**config.mk**
```make
export PLATFORM = sky130hd
export DESIGN_NAME = cache_memory_arbiter
export DESIGN_NICKNAME = d
export VERILOG_FILES = /design/src/rtl/cache_memory_arbiter.sv
export SDC_FILE = /design/constraint.sdc
export NUM_CORES = 1
export LEC_CHECK = 0
export ABC_AREA = 0
export CAP_MARGIN = 20
export CORE_MARGIN = 4
export CORE_UTILIZATION = 28
export CTS_BUF_LIST = sky130_fd_sc_hd__clkbuf_2 sky130_fd_sc_hd__clkbuf_4 sky130_fd_sc_hd__clkbuf_8
export DETAILED_ROUTE_END_ITERATION = 16
export PLACE_DENSITY_LB_ADDON = 0.08
export SYNTH_ARGS = -nofsm -noshare
export SYNTH_HDL_FRONTEND = slang
export SYNTH_SLANG_ARGS = --single-unit
```
**constraint.sdc**
```tcl
create_clock -name clock -period 1.2 [get_ports clock]
set_input_delay 0.3 -clock clock [delete_from_list [all_inputs] [get_ports clock]]
set_output_delay 0.3 -clock clock [all_outputs]
set_load 0.05 [all_outputs]
```
**src/rtl/cache_memory_arbiter.sv**
```systemverilog
// Serialises line-fill reads from an instruction cache (requester 0) and a data cache
// (requester 1) onto one memory port. Define ARB_ROUND_ROBIN_EN for round-robin tie-break.

module cache_memory_arbiter_checker #(
  parameter int ADDR_WIDTH = 6
) (
  input logic                  clock,
  input logic                  reset,
  input logic                  memory_read_enable,
  input logic [ADDR_WIDTH-1:0] memory_address,
  input logic                  busy,
  input logic                  req0_read_ready,
  input logic                  req1_read_ready
);

  a_single_ready: assert property (@(posedge clock) disable iff (!reset)
    !(req0_read_ready && req1_read_ready));

  a_command_one_cycle: assert property (@(posedge clock) disable iff (!reset)
    memory_read_enable |=> !memory_read_enable);

  a_command_when_busy: assert property (@(posedge clock) disable iff (!reset)
    memory_read_enable |-> busy);

  a_idle_quiet: assert property (@(posedge clock) disable iff (!reset)
    !busy |-> (memory_address == {ADDR_WIDTH{1'b0}}) && !memory_read_enable);

endmodule

module cache_memory_arbiter #(
  parameter int ADDR_WIDTH = 6,
  parameter int DATA_WIDTH = 64
) (
  input  logic                  clock,
  input  logic                  reset,
  input  logic                  req0_read_enable,
  input  logic [ADDR_WIDTH-1:0] req0_address,
  output logic                  req0_read_ready,
  output logic [DATA_WIDTH-1:0] req0_data,
  input  logic                  req1_read_enable,
  input  logic [ADDR_WIDTH-1:0] req1_address,
  output logic                  req1_read_ready,
  output logic [DATA_WIDTH-1:0] req1_data,
  output logic                  memory_read_enable,
  output logic [ADDR_WIDTH-1:0] memory_address,
  input  logic                  memory_read_ready,
  input  logic [DATA_WIDTH-1:0] memory_data,
  output logic                  grant,
  output logic                  busy
);

  typedef enum logic [1:0] {
    IDLE  = 2'd0,
    ISSUE = 2'd1,
    WAIT  = 2'd2
  } state_t;

  state_t                state;
  logic                  pending0;
  logic                  pending1;
  logic [ADDR_WIDTH-1:0] addr0;
  logic [ADDR_WIDTH-1:0] addr1;
  logic                  owner;
  logic                  last_grant;

  logic                  complete;
  logic                  clear0;
  logic                  clear1;
  logic                  take0;
  logic                  take1;
  logic                  winner;
  logic [ADDR_WIDTH-1:0] winner_addr;

`ifndef ARB_ROUND_ROBIN_EN
  // Fixed priority keeps last_grant as state only; this tap marks it intentionally unread.
  logic                  unused_last_grant;
  assign unused_last_grant = last_grant;
`endif

  // Completion, capture qualification and arbitration decode
  always_comb begin
    complete    = 1'b0;
    winner      = 1'b0;
    winner_addr = {ADDR_WIDTH{1'b0}};
    if ((state == WAIT) && memory_read_ready) begin
      complete = 1'b1;
    end else begin
      complete = 1'b0;
    end
    clear0 = complete && (owner == 1'b0);
    clear1 = complete && (owner == 1'b1);
    // A slot that completes this cycle is free to take the next miss immediately.
    take0  = req0_read_enable && (!pending0 || clear0);
    take1  = req1_read_enable && (!pending1 || clear1);
    if (pending0 && pending1) begin
`ifdef ARB_ROUND_ROBIN_EN
      winner = ~last_grant;
`else
      winner = 1'b0;
`endif
    end else if (pending1) begin
      winner = 1'b1;
    end else begin
      winner = 1'b0;
    end
    if (winner) begin
      winner_addr = addr1;
    end else begin
      winner_addr = addr0;
    end
  end

  // Per-requester pending flag and latched line address
  always_ff @(posedge clock) begin
    if (!reset) begin
      pending0 <= 1'b0;
      pending1 <= 1'b0;
      addr0    <= {ADDR_WIDTH{1'b0}};
      addr1    <= {ADDR_WIDTH{1'b0}};
    end else begin
      if (take0) begin
        pending0 <= 1'b1;
        addr0    <= req0_address;
      end else if (clear0) begin
        pending0 <= 1'b0;
      end
      if (take1) begin
        pending1 <= 1'b1;
        addr1    <= req1_address;
      end else if (clear1) begin
        pending1 <= 1'b0;
      end
    end
  end

  // Transaction FSM with registered memory command, grant and busy
  always_ff @(posedge clock) begin
    if (!reset) begin
      state              <= IDLE;
      owner              <= 1'b0;
      last_grant         <= 1'b1;
      memory_read_enable <= 1'b0;
      memory_address     <= {ADDR_WIDTH{1'b0}};
      grant              <= 1'b0;
      busy               <= 1'b0;
    end else begin
      case (state)
        IDLE: begin
          if (pending0 || pending1) begin
            state              <= ISSUE;
            owner              <= winner;
            grant              <= winner;
            memory_read_enable <= 1'b1;
            memory_address     <= winner_addr;
            busy               <= 1'b1;
          end
        end
        ISSUE: begin
          state              <= WAIT;
          memory_read_enable <= 1'b0;
        end
        WAIT: begin
          if (memory_read_ready) begin
            state          <= IDLE;
            last_grant     <= owner;
            memory_address <= {ADDR_WIDTH{1'b0}};
            busy           <= 1'b0;
          end
        end
        default: begin
          state              <= IDLE;
          memory_read_enable <= 1'b0;
          memory_address     <= {ADDR_WIDTH{1'b0}};
          busy               <= 1'b0;
        end
      endcase
    end
  end

  // Ready must land in the same cycle as the memory pulse, so it stays combinational.
  assign req0_read_ready = (state == WAIT) && (owner == 1'b0) && memory_read_ready;
  assign req1_read_ready = (state == WAIT) && (owner == 1'b1) && memory_read_ready;
  assign req0_data       = memory_data;
  assign req1_data       = memory_data;

  cache_memory_arbiter_checker #(
    .ADDR_WIDTH(ADDR_WIDTH)
  ) u_checker (
    .clock              (clock),
    .reset              (reset),
    .memory_read_enable (memory_read_enable),
    .memory_address     (memory_address),
    .busy               (busy),
    .req0_read_ready    (req0_read_ready),
    .req1_read_ready    (req1_read_ready)
  );

endmodule
```
Word-level counts from Yosys, hierarchy flattened
Index checks and enable logic that the tools add are counted.
- bitwise gates (word level): 3
- eq/ne operators: 4
- reductions and logical operators: 22
- mux-type cells: 18
- operators by type and width (operator ; count):
    $mux W6 ; 3
    $pmux W6 S3 ; 1
    $logic_and A1 B1 Y1 ; 10
    $mux W1 ; 9
    $pmux W2 S3 ; 1
    $reduce_and A2 Y1 ; 3
    $mux W2 ; 2
    $ne A2 B2 Y1 const B ; 2
    $reduce_bool A2 Y1 ; 2
    $logic_or A1 B1 Y1 ; 3
    $not A1 Y1 ; 3
    $pmux W1 S3 ; 1
    $reduce_and A3 Y1 ; 1
    $eq A2 B1 Y1 const B ; 1
    $eq A2 B2 Y1 const B ; 1
    $logic_not A1 Y1 ; 2
    $logic_not A2 Y1 ; 1
    $pmux W1 S2 ; 1
- output and inout port bits: 139
- logic and storage cells: 56
- register bits: 25

Depth between registers and ports, before layout
- depth after elaboration: 7
- gate-level depth with buffers: 5
- mapped depth without buffers: 3

Least setup slack after synthesis
No wires, ideal clock.
- kind: reg-to-reg
- from: register owner
- to: register pending1
- slack: -285 ps
- arrival time: 1371 ps
- stages on the path, launching flop included: 5
- path buffers: 1
- clock period less this slack: 1485 ps
- data required time: 1085 ps
- cell sequence: dfxtp_1 and4b_4 buf_6 nor2_1 o21a_1
- longest elaborated chain between the ends: 4
- ends and longest elaborated chain (what ; line ; text):
    from (decl) ; 63 ; logic owner;
    from (signal assigned) ; 151 ; owner <= winner;
    $logic_and A1 B1 Y1 * ; 91 ; clear1 = complete && (owner == 1'b1);
    $logic_or A1 B1 Y1 ; 94 ; take1 = req1_read_enable && (!pending1 || clear1);
    $logic_and A1 B1 Y1 ; 94 ;
    $mux W1 / $reduce_bool A2 Y1 (equally long branches) ; - ;
    to (signal assigned) ; 117 ; pending1 <= 1'b0;
    to (signal assigned) ; 128 ; pending1 <= 1'b1;
    to (signal assigned) ; 131 ; pending1 <= 1'b0;
    to (decl) ; 60 ; logic pending1;
Mark *: on every way between the ends. The rest lies on a longest branch, timed or not.
A chain may end at the register's enable or synchronous reset.

Final worst setup path
- from: register state[0]
- to: output req1_read_ready
- longest elaborated chain between the ends: 3
- ends and longest elaborated chain (what ; line ; text):
    from (decl) ; 58 ; state_t state;
    from (signal assigned) ; 139 ; state <= IDLE;
    from (signal assigned) ; 150 ; state <= ISSUE;
    from (signal assigned) ; 159 ; state <= WAIT;
    $eq A2 B2 Y1 ; 182 ; assign req1_read_ready = (state == WAIT) && (owner == 1'b1) && memory_read_ready;
    $logic_and A1 B1 Y1 (2 in series) ; 182 ;
    to (decl) ; 42 ; output logic req1_read_ready,
No other way between the ends.

==> key figures <==
Yosys
  – Largest family of logic cells by synthesized area: buffers and inverters
  – FF+latch count, synth: 25
  – Prevailing post-synth register cell: dfxtp_1
  – Avg Inst Size Synth: about 8.4 um2
  – Synth Area in Adders: 0%
  – Compound-gate portion of the synthesized area: 15.6%
  – Post-synth ARST share: 0%
  – Net Count, Synth: 348
  – Synth top cells by count: buf_4, dfxtp_1, nand2_1
  – Synth Area in XOR/XNOR: 0%
  – Yosys top cell area share: a little over two fifths
  – Synth area leaders: buf_4, dfxtp_1, and3b_1
  – Cells after Synth: between 200 and 300
  – Synth warn: 0
  – Netlist cell types: 31
  – Multiplexer area fraction after synthesis: 0.445%
  – Post-synth EDFFs: 0
  – Simple-Gate Fraction of Synth Area: between 10% and 20%
  – Synthesized area: 0.00225 mm2
  – Sequential area share after synthesis: 22.3%
  – Cell taking the most area after synthesis: buf_4
  – Most frequent cell after synthesis: buf_4

Setup path
  – Critical setup path kind: reg -> out
  – Worst Path Required: approximately 900 ps
  – Crit Path Max Fanout: 3
  – FF-to-FF Start: state[0]
  – Reg2reg setup slack: -150 ps
  – Startpoint types: flip-flop
  – FF-to-FF path depth: 6
  – Arr. time, crit path: between 1000 and 1500 ps
  – Crit. End Element: primary output
  – Reg2Reg Capture Point: memory_address[3]

Placed design
  – DP Cell Count: roughly 280
  – Placer Congestion: a little over 0.7
  – DPL Wire Length: 3480 um
  – Port Buffers: 27

Routing
  – Vias: 1346
  – DR pass1 iterations: 4
  – Final wirelength: about 4700 um
  – Residual DRC count: 0
  – Antenna Nets Post-Route: 0
  – DR WL/cell: ~16 um
  – Via density: about 4.7
  – Initial DRC count: 64

Floorplan
  – # IOs: 220
  – Die area: between 0.009 and 0.01 mm2
  – Core region area: roughly 0.008 mm2
  – Row count: 32
  – Initial Util: slightly below 30%
  – Die span in y: between 90 and 100 um
  – Die width: roughly 98 um

Timing
  – Headroom to the max-slew limit: approximately 78%
  – Achievable frequency: about 0.7 GHz
  – Worst-Margin Slew: 330 ps
  – Final worst path period share: 120%
  – Hold slack: between 500 and 600 ps
  – Number of max-slew violations in the final report: 0
  – Endpoints failing setup: 22
  – Fin. Hold Viols: 0
  – RSZ-0062 raised after global routing: yes
  – Minimum clock period: ~1400 ps
  – Fin worst setup slack: -236 ps
  – Clock skew: roughly 6.7 ps

Global route
  – First-pass GRT wire length: 7640 um
  – Vias in the first global route: between 1000 and 1500
  – Initial antenna violation count: 0
  – All-Layer GR Usage: 9.94%
  – Grt total ovfl: 0
  – Largest net degree at the start of global routing: 26

Power
  – VDD IR-drop max: 0.447 mV
  – Leak: 0.829 nW
  – Pwr Density: slightly below 1000 mW/mm2

Cells and area
  – Finished Layout Cells: 289
  – N_diodes: 0
  – Fillers: around 830
  – Layout area overhead: -5.68%
  – Fin nets: about 270
  – Share of post-route cells with drive strength above 1: a little over a third

Clock network
  – Reg clk slew, reported paths: roughly 100 ps
  – TritonCTS buffer count: 3
  – Clock Latency Late Sink: approximately 280 ps
  – Clock tree root buffer cell: clkbuf_8
  – Deepest clock path buffer count: 2
  – CTS tree: built
  – Clock sink total: 25
  – CTS Hold Bufs: 0
  – Clock H-tree levels: 1

Run status
  – Failing checks: negative setup slack
  – Status: finished with violations

Hold path
  – Hold Crit Class: reg -> reg
  – Hold Path End: addr0[5]
  – Worst Min Path Start: addr0[5]
  – Hold Path Stages: 2

Run
  – Max-cap violations: 0
==> layer usage <==
| layer | share of wire (%) | vias up | GRT usage, % |
|---|---|---|---|
| met1 | 43 | 641 | 11.4 |
| met5 | 0 | - | 0 |
| met4 | 2.4 | 0 | 5.01 |
| met3 | 7.0 | 25 | 3.66 |
| met2 | 48 | 39 | 16.2 |
| li1 | - | 641 | - |
==> placed cells by master, fill, tap and decap left out, types with 3 or more instances in the layout <==
cell and n:
a31oi_1 12, buf_4 23, dfxtp_2 3, dlygate4sd2_1 4, nand2_1 13, o311ai_1 5, a22o_1 6, buf_6 4
dfxtp_1 21, o311ai_2 6, nand4_1 12, o21ai_0 6, clkdlybuf4s50_1 12, and3b_1 12, clkbuf_8 3, buf_12 14
nor2_1 4
==> stage by stage <==
step	util, %	cell area (um2)	total power, mW	setup WS, ps	setup TNS [ps]
floorplan	-	2270	2.38	-31.4	-81.5
global placement	24.8	1920	1.52	-460	-10190
detailed placement	24.8	1920	1.52	-550	-10640
CTS	26.1	2020	2.10	-286	-1990
global route	27.3	2120	2.22	-268	-3010
finish	27.3	2120	2.09	-236	-1820
==> power breakdown <==
group | internal (mW) | switching (mW) | total, mW
clock | 0.238 | 0.298 | 0.536
sequential | 0.896 | 0.0503 | 0.946
combinational | 0.317 | 0.290 | 0.608
total | 1.45 | 0.639 | 2.09
==> area by class of cell <==
type	instances	area [um2]	area share (%)
Clock buffer	3	41.3	1.95
Clock inverter	1	6.26	0.295
Inverter	3	11.3	0.531
Multi-Input combinational cell	97	748	35.3
Sequential cell	25	508	24.0
Tap cell	102	128	6.02
Timing Repair Buffer	58	678	32.0
==> logic make-up (layout without fill, tap and decap cells) <==
| group | count (synthesis) | count (layout) |
|---|---|---|
| multiplexers | 1 | 1 |
| AO/OA/AOI/OAI | 46 | 46 |
| AND/OR/NAND/NOR | 50 | 50 |
| flip-flops | 25 | 25 |
| buffers and inverters | 145 | 65 |
==> worst max-delay path, stage by stage, from the launching register on <==
cell and delay [ps]:
dfxtp_2 340, and4b_4 380, buf_12 150
==> flip-flops by register name (all words and copies together), names as in the netlist <==
| signal | cells |
|---|---|
| addr1 | 6 |
| busy | 1 |
| memory_read_enable | 1 |
| owner | 1 |
| addr0 | 6 |
| pending1 | 1 |
| pending0 | 1 |
| memory_address | 6 |
| state | 2 |
==> how the worst max path moves through the flow <==
stage                      end  cells after the start      from  slack (ps)
2_1_floorplan         pending0                      5  state[0]         -30
3_3_place_gp          addr1[0]                      5     reset        -460
3_5_place_dp          addr1[2]                      5     reset        -550
4_1_cts        req1_read_ready                      2  state[0]        -290
5_1_grt        req1_read_ready                      2  state[0]        -270
6_report       req1_read_ready                      2  state[0]        -240
==> timing repair <==
item | CTS | global route
endpoints found under the setup margin | 23 | 24
pin swaps | 6 | 6
gates resized for setup | 17 | 14
buffers inserted | 4 | 3
cloned | 0 | 1
Note: power is estimated with default switching activity, not from simulation.
